`src/rtl/alu_op_sequencer.sv`:
```
// Multi-cycle controller for an external 32-bit ripple ALU: AND/OR/ADD/SUB in one pass,
// SLT in two passes, MUL as 32 shift-add passes. Valid/ready on request and response.
module alu_op_sequencer #(
  parameter bit MUL_EN = 1'b1
) (
  input  logic        clk,
  input  logic        rst,
  input  logic        req_valid,
  output logic        req_ready,
  input  logic [2:0]  req_op,
  input  logic [31:0] req_a,
  input  logic [31:0] req_b,
  output logic        rsp_valid,
  input  logic        rsp_ready,
  output logic [31:0] rsp_result,
  output logic        rsp_carry,
  output logic        rsp_err,
  output logic        busy,
  output logic [31:0] alu_a,
  output logic [31:0] alu_b,
  output logic        alu_cin,
  output logic        alu_binv,
  output logic        alu_sel1,
  output logic        alu_sel0,
  output logic [31:0] alu_less,
  input  logic [31:0] alu_result,
  input  logic        alu_co
);

  typedef enum logic [2:0] {StIdle, StExec, StSlt2, StMul, StDone} state_e;

  localparam logic [2:0] OpAnd = 3'b000;
  localparam logic [2:0] OpOr  = 3'b001;
  localparam logic [2:0] OpAdd = 3'b010;
  localparam logic [2:0] OpSub = 3'b011;
  localparam logic [2:0] OpSlt = 3'b100;
  localparam logic [2:0] OpMul = 3'b101;

  state_e      state;
  logic [2:0]  op;
  logic [31:0] op_a;
  logic [31:0] op_b;
  logic [31:0] acc;
  logic [31:0] mcand;
  logic [31:0] mplier;
  logic [5:0]  count;
  logic        slt_set;
  logic        slt_ovf;

  // Signed overflow of the a-b pass; corrects the sign bit into a true less-than.
  assign slt_ovf = (op_a[31] != op_b[31]) & (alu_result[31] != op_a[31]);

  always_comb begin
    alu_a    = '0;
    alu_b    = '0;
    alu_cin  = 1'b0;
    alu_binv = 1'b0;
    alu_sel1 = 1'b0;
    alu_sel0 = 1'b0;
    alu_less = '0;
    case (state)
      StExec: begin
        case (op)
          OpAnd: begin
            alu_a = op_a;
            alu_b = op_b;
          end
          OpOr: begin
            alu_a    = op_a;
            alu_b    = op_b;
            alu_sel0 = 1'b1;
          end
          OpAdd: begin
            alu_a    = op_a;
            alu_b    = op_b;
            alu_sel1 = 1'b1;
          end
          OpSub, OpSlt: begin
            alu_a    = op_a;
            alu_b    = op_b;
            alu_sel1 = 1'b1;
            alu_binv = 1'b1;
            alu_cin  = 1'b1;
          end
          default: ;
        endcase
      end
      StSlt2: begin
        alu_a    = op_a;
        alu_b    = op_b;
        alu_sel1 = 1'b1;
        alu_sel0 = 1'b1;
        alu_binv = 1'b1;
        alu_cin  = 1'b1;
        alu_less = {31'b0, slt_set};
      end
      StMul: begin
        alu_a    = acc;
        alu_b    = mcand;
        alu_sel1 = 1'b1;
      end
      default: ;
    endcase
  end

  always_ff @(posedge clk or posedge rst) begin
    if (rst) begin
      state      <= StIdle;
      req_ready  <= 1'b1;
      rsp_valid  <= 1'b0;
      busy       <= 1'b0;
      rsp_result <= '0;
      rsp_carry  <= 1'b0;
      rsp_err    <= 1'b0;
      op         <= '0;
      op_a       <= '0;
      op_b       <= '0;
      acc        <= '0;
      mcand      <= '0;
      mplier     <= '0;
      count      <= '0;
      slt_set    <= 1'b0;
    end else begin
      case (state)
        StIdle: begin
          if (req_valid) begin
            op         <= req_op;
            op_a       <= req_a;
            op_b       <= req_b;
            rsp_result <= '0;
            rsp_carry  <= 1'b0;
            rsp_err    <= 1'b0;
            req_ready  <= 1'b0;
            busy       <= 1'b1;
            if (MUL_EN && req_op == OpMul) begin
              state  <= StMul;
              acc    <= '0;
              mcand  <= req_a;
              mplier <= req_b;
              count  <= '0;
            end else begin
              state <= StExec;
            end
          end
        end
        StExec: begin
          case (op)
            OpAnd, OpOr: begin
              rsp_result <= alu_result;
              state      <= StDone;
              busy       <= 1'b0;
              rsp_valid  <= 1'b1;
            end
            OpAdd, OpSub: begin
              rsp_result <= alu_result;
              rsp_carry  <= alu_co;
              state      <= StDone;
              busy       <= 1'b0;
              rsp_valid  <= 1'b1;
            end
            OpSlt: begin
              slt_set <= alu_result[31] ^ slt_ovf;
              state   <= StSlt2;
            end
            default: begin
              rsp_err   <= 1'b1;
              state     <= StDone;
              busy      <= 1'b0;
              rsp_valid <= 1'b1;
            end
          endcase
        end
        StSlt2: begin
          rsp_result <= alu_result;
          state      <= StDone;
          busy       <= 1'b0;
          rsp_valid  <= 1'b1;
        end
        StMul: begin
          // rsp_carry doubles as the sticky carry accumulator while multiplying.
          if (mplier[0]) begin
            acc       <= alu_result;
            rsp_carry <= rsp_carry | alu_co;
          end
          mcand  <= mcand << 1;
          mplier <= mplier >> 1;
          count  <= count + 6'd1;
          if (count == 6'd31) begin
            rsp_result <= mplier[0] ? alu_result : acc;
            state      <= StDone;
            busy       <= 1'b0;
            rsp_valid  <= 1'b1;
          end
        end
        StDone: begin
          if (rsp_ready) begin
            state     <= StIdle;
            rsp_valid <= 1'b0;
            req_ready <= 1'b1;
          end
        end
        default: state <= StIdle;
      endcase
    end
  end

endmodule

```
`config.mk`:
```
export PLATFORM = sky130hd
export DESIGN_NAME = alu_op_sequencer
export DESIGN_NICKNAME = d
export VERILOG_FILES = /design/src/rtl/alu_op_sequencer.sv
export SDC_FILE = /design/constraint.sdc
export NUM_CORES = 1
export LEC_CHECK = 0
export CAP_MARGIN = 20
export CORE_ASPECT_RATIO = 1.75
export CORE_MARGIN = 10
export CORE_UTILIZATION = 54
export DETAILED_ROUTE_END_ITERATION = 8
export PLACE_DENSITY = 0.86
export SYNTH_ARGS = -nofsm -noshare
export SYNTH_HDL_FRONTEND = slang
export SYNTH_SLANG_ARGS = --single-unit
```
`constraint.sdc`:
```
create_clock -name clk -period 21.2 [get_ports clk]
set_input_delay 4.24 -clock clk [delete_from_list [all_inputs] [get_ports clk]]
set_output_delay 4.24 -clock clk [all_outputs]
set_load 0.01 [all_outputs]
```
==> qor.csv, run 1 <==
stage,metric,value,unit
floorplanning,die_area,24000,µm²
setup_path,crit_path_start_kind,register,
setup_path,cp_data_required_time,16.96,ns
detailed_routing,drt-vias-per-instance,6.23,
finish,nNetsFinal,1115,
synth,synth_compound_area_frac,0.238,
power_and_ir_drop,fin_total_pwr,0.00189,W
synth,ys_seq_elements,210,
run_status,status,completed,
synth,synth_edf_count,0,
sta,finClkSkew,0.00811,ns
clock_tree,cts_max_level,1,
placed_design,place_congestion,0.861,
power_and_ir_drop,ir_drop,106,µV
clock_tree,clk_path_buf_depth,3,
finish,area_delta_synth_final,29.1,%
synth,syn_area,9720,µm²
detailed_routing,wl_per_cell,23.3,µm
finish,drive_above_1_share,0.129,
sta,fin_tns_setup,0,ns
floorplanning,dieHeight,197,µm
synth,synthXorXnorAreaFrac,0,
setup_path,r2r_end,mcand[5],
synth,ys_top_cells_by_area,"dfrtp_1 (54%), mux2_2 (7.8%), a22o_1 (6.0%)",
sta,min_period,7.88,ns
synth,yosys.area.top_type_share,0.538,
sta,worstMarginPinSlew,0.996,ns
detailed_routing,drt-initial-drc-count,770,
sta,finalHoldViolCount,0,
placed_design,dpl.hpwl,20300,µm
sta,worst_slack,13.32,ns
hold_path,holdPathStages,1,
finish,n_fill_cell,1274,
clock_tree,ctsHoldBuffers,0,
synth,synth_area_leader_cell,dfrtp_1,
clock_tree,cts.sinks,210,
floorplanning,die_w,121,µm
synth,synthAdderAreaFrac,0.00129,
synth,synth_simple_gate_area_frac,0.0790,
grt,antenna_found_initial,3,
detailed_routing,wl,29300,µm
floorplanning,initial_core_util,0.552,
placed_design,place_ws,13.88,ns
detailed_routing,drt_pass1_iterations,5,
grt,grt_usage,0.235,
grt,first_global_vias,7869,
clock_tree,cts_tree,yes,
synth,synthMuxAreaShare,0.0787,
setup_path,path_class,register to output pin,
run,maxCapViolations,0,
floorplanning,core,17600,µm²
grt,grt_max_degree,132,
clock_tree,post_cts_resized,0,
synth,synth_top_family_by_area,compound AO/OA/AOI/OAI gates,
finish,final_cell_area,12500,µm²
setup_path,rr_startpoint,state[2],
synth,netlist_instances,840,
synth,synth_area_per_cell,11.6,µm²
synth,yosysMostFrequentCell,dfrtp_1,
clock_tree,cts_root_buf,clkbuf_16,
sta,fin_crit_sh,0.372,
clock_tree,clk-insertion-delay-late,0.49,ns
setup_path,cp-endpoint,alu_b[29],
synth,synth_flop_cell,dfrtp_1,
sta,drv_slew,0,
detailed_routing,drc_errors,0,
detailed_routing,detail-route-antenna-nets,0,
clock_tree,cts_setup_buffers,0,
power_and_ir_drop,powerDensity,151,nW/µm²
clock_tree,path_clk_slew,0.07,ns
setup_path,crit_fanout,72,
sta,grt_setup_unrepaired,false,
sta,slew_headroom,0.336,
power_and_ir_drop,total_leakage_power,5.47,nW
placed_design,placed_area,11800,µm²
sta,hold_slack,0.479,ns
synth,yosysWarnings,0,
floorplanning,core.rowCount,64,
synth,yosysSeqAreaShare,0.541,
setup_path,r2r_cells,5,
synth,yosysUniqueCellTypes,47,
setup_path,worstPathArrival,3.64,ns
placed_design,io_buffer_count,209,
grt,grt_pass1_wl,45300,µm
hold_path,min_path_type,register to register,
synth,netlist_top_cells_count,"dfrtp_1 (209), nand2_1 (73), a22o_1 (67), mux2_2 (67), buf_2 (48)",
grt,grt-ovfl-total,0,
synth,synthArstFlopShare,1.00,
setup_path,r2r_slack,17.88,ns
sta,fmax,127,MHz
setup_path,startpoint,state[1],
clock_tree,numCtsBuffers,20,
sta,finalSetupViolations,0,
detailed_routing,num_vias,7836,
floorplanning,io_pins,241,
setup_path,cp-end-kind,output pin,
[metal layers]
layer | up-vias | share of wire | global-route usage
li1 | 3425 | - | -
met1 | 3967 | 0.38 | 0.293
met2 | 378 | 0.51 | 0.402
met3 | 66 | 0.073 | 0.0372
met4 | 0 | 0.034 | 0.0798
met5 | - | 0 | 0
[critical path, stage by stage (launching register included)]
cell	delay, ns
dfrtp_1	0.71
nand2_1	0.21
nor2_4	0.56
buf_4	0.66
and2_1	0.25
a21o_1	0.13
clkdlybuf4s50_1	0.55
[worst min-delay path by stage]
stage,start,endpoint
detailed placement,busy,busy
floorplan,mcand[0],mcand[0]
finish,busy,busy
global route,rsp_result[9],rsp_result[9]
CTS,busy,busy
global placement,busy,busy
[kinds of logic after synthesis]
family | after synthesis
AO/OA/AOI/OAI | 292
flip-flops | 210
AND/OR/NAND/NOR | 157
buffers and inverters | 111
multiplexers | 68
adder cells (fa/ha/maj) | 1
other | 1
[state kept, by name, summed over array words and instances (netlist names)]
name        cells
rsp_err         1
rsp_valid       1
state           3
slt_set         1
op_b           32
rsp_carry       1
op              3
mcand          32
rsp_result     32
busy            1
req_ready       1
mplier         32
op_a           32
count           6
acc            32
[metrics by stage]
stage	util	instances
finish	0.712	1258
floorplan	-	870
global placement	0.669	1218
detailed placement	0.669	1218
global route	0.712	1258
CTS	0.710	1254
[layout make-up]
type | count | area, µm² | share of cell area
Clock inverter | 9 | 139 | 0.0111
Antenna cell | 3 | 7.51 | 0.000598
Tap cell | 231 | 289 | 0.0230
Clock buffer | 27 | 588 | 0.0469
Inverter | 6 | 30.0 | 0.00239
Timing Repair Buffer | 223 | 2220 | 0.177
Multi-Input combinational cell | 549 | 4020 | 0.320
Sequential cell | 210 | 5260 | 0.419
[cell usage in the layout (no fill, tap or decap), drive strengths merged, types with 4 or more instances in the layout]
cell / synthesis / final
nand2: 74 / 74
a21oi: 43 / 43
and2: 32 / 32
inv: 6 / 6
buf: 80 / 14
a22o: 67 / 67
clkdlybuf4s50: 0 / 209
clkbuf: 25 / 27
nand3: 4 / 4
o21ai: 8 / 8
mux2: 67 / 67
nor2: 17 / 17
nor3: 8 / 8
a22oi: 31 / 31
conb: 1 / 31
a41oi: 31 / 31
o2bb2ai: 34 / 34
a21o: 34 / 34
a31oi: 4 / 4
a221o: 31 / 31
dfrtp: 209 / 209
[report_power, final]
part	total, W	internal, W	switching (W)
Clock	0.000391	0.000233	0.000158
Combinational	0.000775	0.000407	0.000368
Sequential	0.000727	0.000587	0.000140
(Power assumes the default switching activity.)
==> inputs of run 2 (changes only) <==
- CORE_UTILIZATION: 54 -> 50
- PLACE_DENSITY: 0.86 -> 0.81
- clock period: 21.2 -> 7.81 ns (I/O delays scaled with it)
==> run 2 against run 1 <==
Effect of this change: register-to-register slack worse by 13 ns; total power grew to 2.6 times the previous value; critical path type unchanged; largest cell class unchanged; critical path depth stayed put; sequential share of layout area is 0.31 points higher; non-clock buffer count is 2 higher; global-route usage is 2.1 points lower.
==> qor.csv, run 2 (synthesis results as in run 1) <==
stage,metric,value,unit
floorplanning,die_area,25600,µm²
grt,grt_pass1_wl,44900,µm
detailed_routing,detail-route-antenna-nets,0,
setup_path,crit_fanout,63,
power_and_ir_drop,powerDensity,399,nW/µm²
setup_path,startpoint,state[1],
setup_path,path_class,register to output pin,
detailed_routing,drt-initial-drc-count,652,
floorplanning,dieHeight,204,µm
grt,grt_usage,0.214,
clock_tree,cts.sinks,210,
sta,min_period,5.32,ns
sta,drv_slew,0,
clock_tree,cts_tree,yes,
hold_path,min_from,rsp_result[28],
sta,finalHoldViolCount,0,
placed_design,io_buffer_count,209,
clock_tree,path_clk_slew,0.07,ns
sta,grt_setup_unrepaired,false,
setup_path,crit_path_start_kind,register,
power_and_ir_drop,ir_drop,237,µV
finish,drive_above_1_share,0.123,
floorplanning,core.rowCount,67,
sta,worstMarginPinSlew,0.905,ns
clock_tree,clk-insertion-delay-late,0.49,ns
finish,nNetsFinal,1116,
floorplanning,io_pins,241,
sta,finClkSkew,0.0148,ns
power_and_ir_drop,fin_total_pwr,0.00496,W
clock_tree,cts_max_level,1,
finish,area_delta_synth_final,28.1,%
floorplanning,core,19100,µm²
sta,fin_crit_sh,0.681,
run_status,status,completed,
power_and_ir_drop,total_leakage_power,5.43,nW
placed_design,dpl.hpwl,20100,µm
sta,fin_tns_setup,0,ns
hold_path,min_path_type,register to register,
detailed_routing,wl,28900,µm
clock_tree,cts_setup_buffers,0,
sta,finalSetupViolations,0,
detailed_routing,drt-vias-per-instance,6.07,
placed_design,place_congestion,0.884,
setup_path,cp_data_required_time,6.25,ns
grt,grt-ovfl-total,0,
floorplanning,die_w,125,µm
placed_design,place_ws,3.05,ns
sta,fmax,188,MHz
detailed_routing,drt_pass1_iterations,5,
clock_tree,post_cts_resized,0,
finish,final_cell_mix,"dfrtp_1 (209), clkdlybuf4s50_1 (209), nand2_1 (73)",
clock_tree,cts_root_buf,clkbuf_16,
setup_path,rr_startpoint,state[2],
sta,slew_headroom,0.397,
run,maxCapViolations,0,
setup_path,cp-end-kind,output pin,
grt,antenna_found_initial,2,
grt,first_global_vias,7644,
detailed_routing,num_vias,7696,
grt,grt_max_degree,129,
setup_path,worstPathArrival,3.76,ns
clock_tree,numCtsBuffers,19,
clock_tree,ctsHoldBuffers,0,
floorplanning,initial_core_util,0.509,
sta,worst_slack,2.49,ns
clock_tree,clk_path_buf_depth,3,
detailed_routing,wl_per_cell,22.8,µm
detailed_routing,drc_errors,0,
## run 2: changes by cell type in the layout (fill, tap and decap cells not counted), moves of 3 or more
cell        before  now
clkinvlp_4       3    0
clkbuf_1         2    8
clkinv_2         0    5
clkbuf_8         4    0
clkinv_4         3    0
## run 2: layout make-up
cell class / count / area [µm²]
Inverter: 6 / 30.0
Antenna cell: 2 / 5.00
Fill cell: 1512 / 6660
Sequential cell: 210 / 5260
Multi-Input combinational cell: 549 / 4020
Clock inverter: 7 / 63.8
Tap cell: 241 / 302
Clock buffer: 27 / 505
Timing Repair Buffer: 225 / 2270
## run 2: where the power goes
group,leakage [nW],internal [W],total (W),switching [W]
Sequential,2.62,0.00159,0.00197,0.000373
Clock,0.282,0.000488,0.000897,0.000409
Combinational,2.54,0.00111,0.00210,0.000987
## run 2: path summary, 6_finish.rpt
kind | slack [ns] | depth (start not counted) | to
worst max register to register | 4.51 | 5 | mcand[10]
max in group asynchronous | 5.01 | 4 | op_a[14]
worst min-delay path | 0.49 | 1 | rsp_result[28]
worst max-delay path | 2.49 | 6 | alu_b[29]
worst min register to register | 0.49 | 1 | rsp_result[28]
min in group asynchronous | 1.66 | 2 | rsp_result[8]
## run 2: critical path, stage by stage, from the launching register on
cell and delay, ns:
dfrtp_1 0.73, nand2_1 0.22, nor2_4 0.71, buf_4 0.64, and2_1 0.24, a21o_1 0.14, clkdlybuf4s50_1 0.55
## run 2: layer usage
metal  GRT usage  up-vias  share of wire
met4      0.0698        0          0.025
met1       0.268     3899           0.40
met2       0.362      309           0.51
met5           0        -              0
li1            -     3447              -
met3      0.0428       41          0.064
## run 2: through the flow
stage | cells | utilization | area [µm²] | hold WS, ns
after detailed placement | 1228 | 0.617 | 11800 | 0.473
after CTS | 1262 | 0.647 | 12400 | 0.493
after global routing | 1267 | 0.651 | 12500 | 0.511
after floorplan | 870 | - | 9830 | 0.454
after global placement | 1228 | 0.617 | 11800 | 0.470
final | 1267 | 0.651 | 12500 | 0.487
==> inputs of run 3 (changes only) <==
- CORE_UTILIZATION: 50 -> 45
- PLACE_DENSITY: 0.81 -> 0.77
- clock period: 7.81 -> 4.5 ns (I/O delays scaled with it)
==> run 3 against run 2 <==
Effect of this change: via count up 1.2%; sequential cell count unchanged; global-route usage down 0.53 points; cell count up 4.7%; clock-buffer cell count up 6; non-clock buffer count up 5; register-to-register slack worse by 2.7 ns; largest cell class unchanged; first-iteration DRC count up 2.1%; die area up 9.6%; sequential share of layout area down 0.78 points; hold slack worse by 0.00081 ns; critical endpoint is now alu_a[26].
==> qor.csv, run 3 (synthesis results as in run 1) <==
stage,metric,value,unit
sta,fmax,251,MHz
detailed_routing,drc_errors,0,
finish,area_delta_synth_final,30.5,%
finish,n_fill_cell,1762,
sta,finalSetupViolations,0,
finish,nNetsFinal,1122,
placed_design,io_buffer_count,209,
floorplanning,io_pins,241,
setup_path,r2r_end,acc[19],
setup_path,cp_data_required_time,3.60,ns
sta,fin_tns_setup,0,ns
setup_path,startpoint,state[1],
detailed_routing,drt-initial-drc-count,666,
run,maxCapViolations,0,
power_and_ir_drop,powerDensity,700,nW/µm²
setup_path,critPathSlowestCell,dfrtp_1,
hold_path,min_path_type,register to register,
clock_tree,numCtsBuffers,20,
detailed_routing,num_vias,7787,
run_status,status,completed,
floorplanning,core.rowCount,71,
setup_path,path_class,register to output pin,
setup_path,cpPeakStageDelay,0.70,ns
detailed_routing,wl_per_cell,22.8,µm
setup_path,rr_startpoint,state[2],
finish,multi_input_area,4020,µm²
setup_path,cp_cell_sequence,nor2b_1 -> a21oi_1 -> nor2_4 -> buf_12 -> a22o_1 -> clkdlybuf4s50_1,
floorplanning,die_area,28100,µm²
grt,grt-ovfl-total,0,
finish,drive_above_1_share,0.132,
finish,final_cell_mix,"dfrtp_1 (209), clkdlybuf4s50_1 (209), nand2_1 (73)",
sta,slew_headroom,0.350,
clock_tree,cts_root_buf,clkbuf_16,
clock_tree,clk-insertion-delay-late,0.49,ns
clock_tree,clk_path_buf_depth,3,
setup_path,critical_path_cell_count,6,
grt,grt_max_degree,71,
placed_design,place_congestion,0.866,
sta,worst_slack,0.517,ns
setup_path,crit_fanout,51,
grt,grt_pass1_wl,46400,µm
setup_path,cp-endpoint,alu_a[26],
sta,worstMarginPinSlew,0.973,ns
setup_path,r2r_slack,1.82,ns
setup_path,r2r_cells,7,
clock_tree,cts_max_level,1,
floorplanning,initial_core_util,0.454,
grt,antenna_found_initial,6,
detailed_routing,drt_pass1_iterations,6,
detailed_routing,drt-vias-per-instance,5.87,
floorplanning,core,21400,µm²
sta,min_period,3.98,ns
clock_tree,path_clk_slew,0.06,ns
setup_path,path_delay_family,buffers and inverters,
sta,drv_slew,0,
grt,grt_usage,0.209,
clock_tree,cts_tree,yes,
detailed_routing,detail-route-antenna-nets,0,
sta,hold_slack,0.486,ns
floorplanning,die_w,131,µm
detailed_routing,wl,30300,µm
placed_design,dpl.hpwl,21400,µm
finish,regArea,5260,µm²
sta,finClkSkew,0.00886,ns
placed_design,place_ws,1.06,ns
setup_path,cp-end-kind,output pin,
setup_path,worstPathArrival,3.08,ns
clock_tree,ctsHoldBuffers,0,
clock_tree,post_cts_resized,0,
power_and_ir_drop,total_leakage_power,5.51,nW
setup_path,crit_path_start_kind,register,
sta,grt_setup_unrepaired,false,
clock_tree,cts.sinks,210,
setup_path,cp_num_buf_inv,2,
sta,finalHoldViolCount,0,
sta,fin_crit_sh,0.885,
grt,first_global_vias,7836,
floorplanning,dieHeight,214,µm
clock_tree,cts_setup_buffers,0,
finish,final_core_util,0.593,
power_and_ir_drop,ir_drop,466,µV
run 3: cell count changes in the layout (fill, tap and decap cells not counted), moves of 2 or more:
cell and delta:
clkinv_2 -5, clkbuf_8 +8, clkbuf_1 -4, buf_16 -2
clkinvlp_4 +2, buf_12 +4, diode_2 +3, buf_4 +3
clkbuf_16 +2
run 3: layer usage:
layer / wire length [µm] / global-route usage / share of wire
met1: 11800 / 0.261 / 0.39
met5: 0 / 0 / 0
met4: 1100 / 0.0901 / 0.036
met2: 15200 / 0.346 / 0.50
met3: 2190 / 0.0309 / 0.072
run 3: cell type report:
type / instances / area share
diodes: 5 / 0.000986
clock buffers: 33 / 0.0513
clock inverters: 2 / 0.00296
inverters: 6 / 0.00207
multi-input cells: 549 / 0.317
flip-flops and latches: 210 / 0.414
well taps: 292 / 0.0288
repair buffers: 230 / 0.183
run 3: how the worst min path moves through the flow:
stage	endpoint	start	slack, ns	cells after the start
6_report	rsp_result[12]	rsp_result[12]	0.49	1
5_1_grt	rsp_result[6]	rsp_result[6]	0.51	1
4_1_cts	rsp_result[5]	rsp_result[5]	0.49	1
3_5_place_dp	mcand[0]	mcand[0]	0.47	1
3_3_place_gp	rsp_result[13]	rsp_result[13]	0.47	1
2_1_floorplan	mcand[0]	mcand[0]	0.45	1
run 3: stage by stage:
stage	cell area, µm²	instances	total power (W)
6_report	12700	1327	0.00888
5_1_grt	12700	1327	0.00938
4_1_cts	12600	1321	0.00891
3_5_place_dp	12000	1286	0.00712
3_3_place_gp	12000	1286	0.00702
2_1_floorplan	9840	870	0.00553
run 3: worst register-to-register path, stage by stage, from the launching register on:
cell      delay (ns)
dfrtp_1         0.40
buf_4           0.23
or3_1           0.49
o21ai_4         0.20
buf_4           0.54
o211ai_2        0.18
buf_4           0.30
a22o_1          0.25
run 3: report_power, final:
group | switching [W] | internal (W) | total (W)
sequential | 0.000638 | 0.00277 | 0.00340
combinational | 0.00177 | 0.00195 | 0.00372
clock | 0.000718 | 0.00104 | 0.00176
total | 0.00313 | 0.00575 | 0.00888
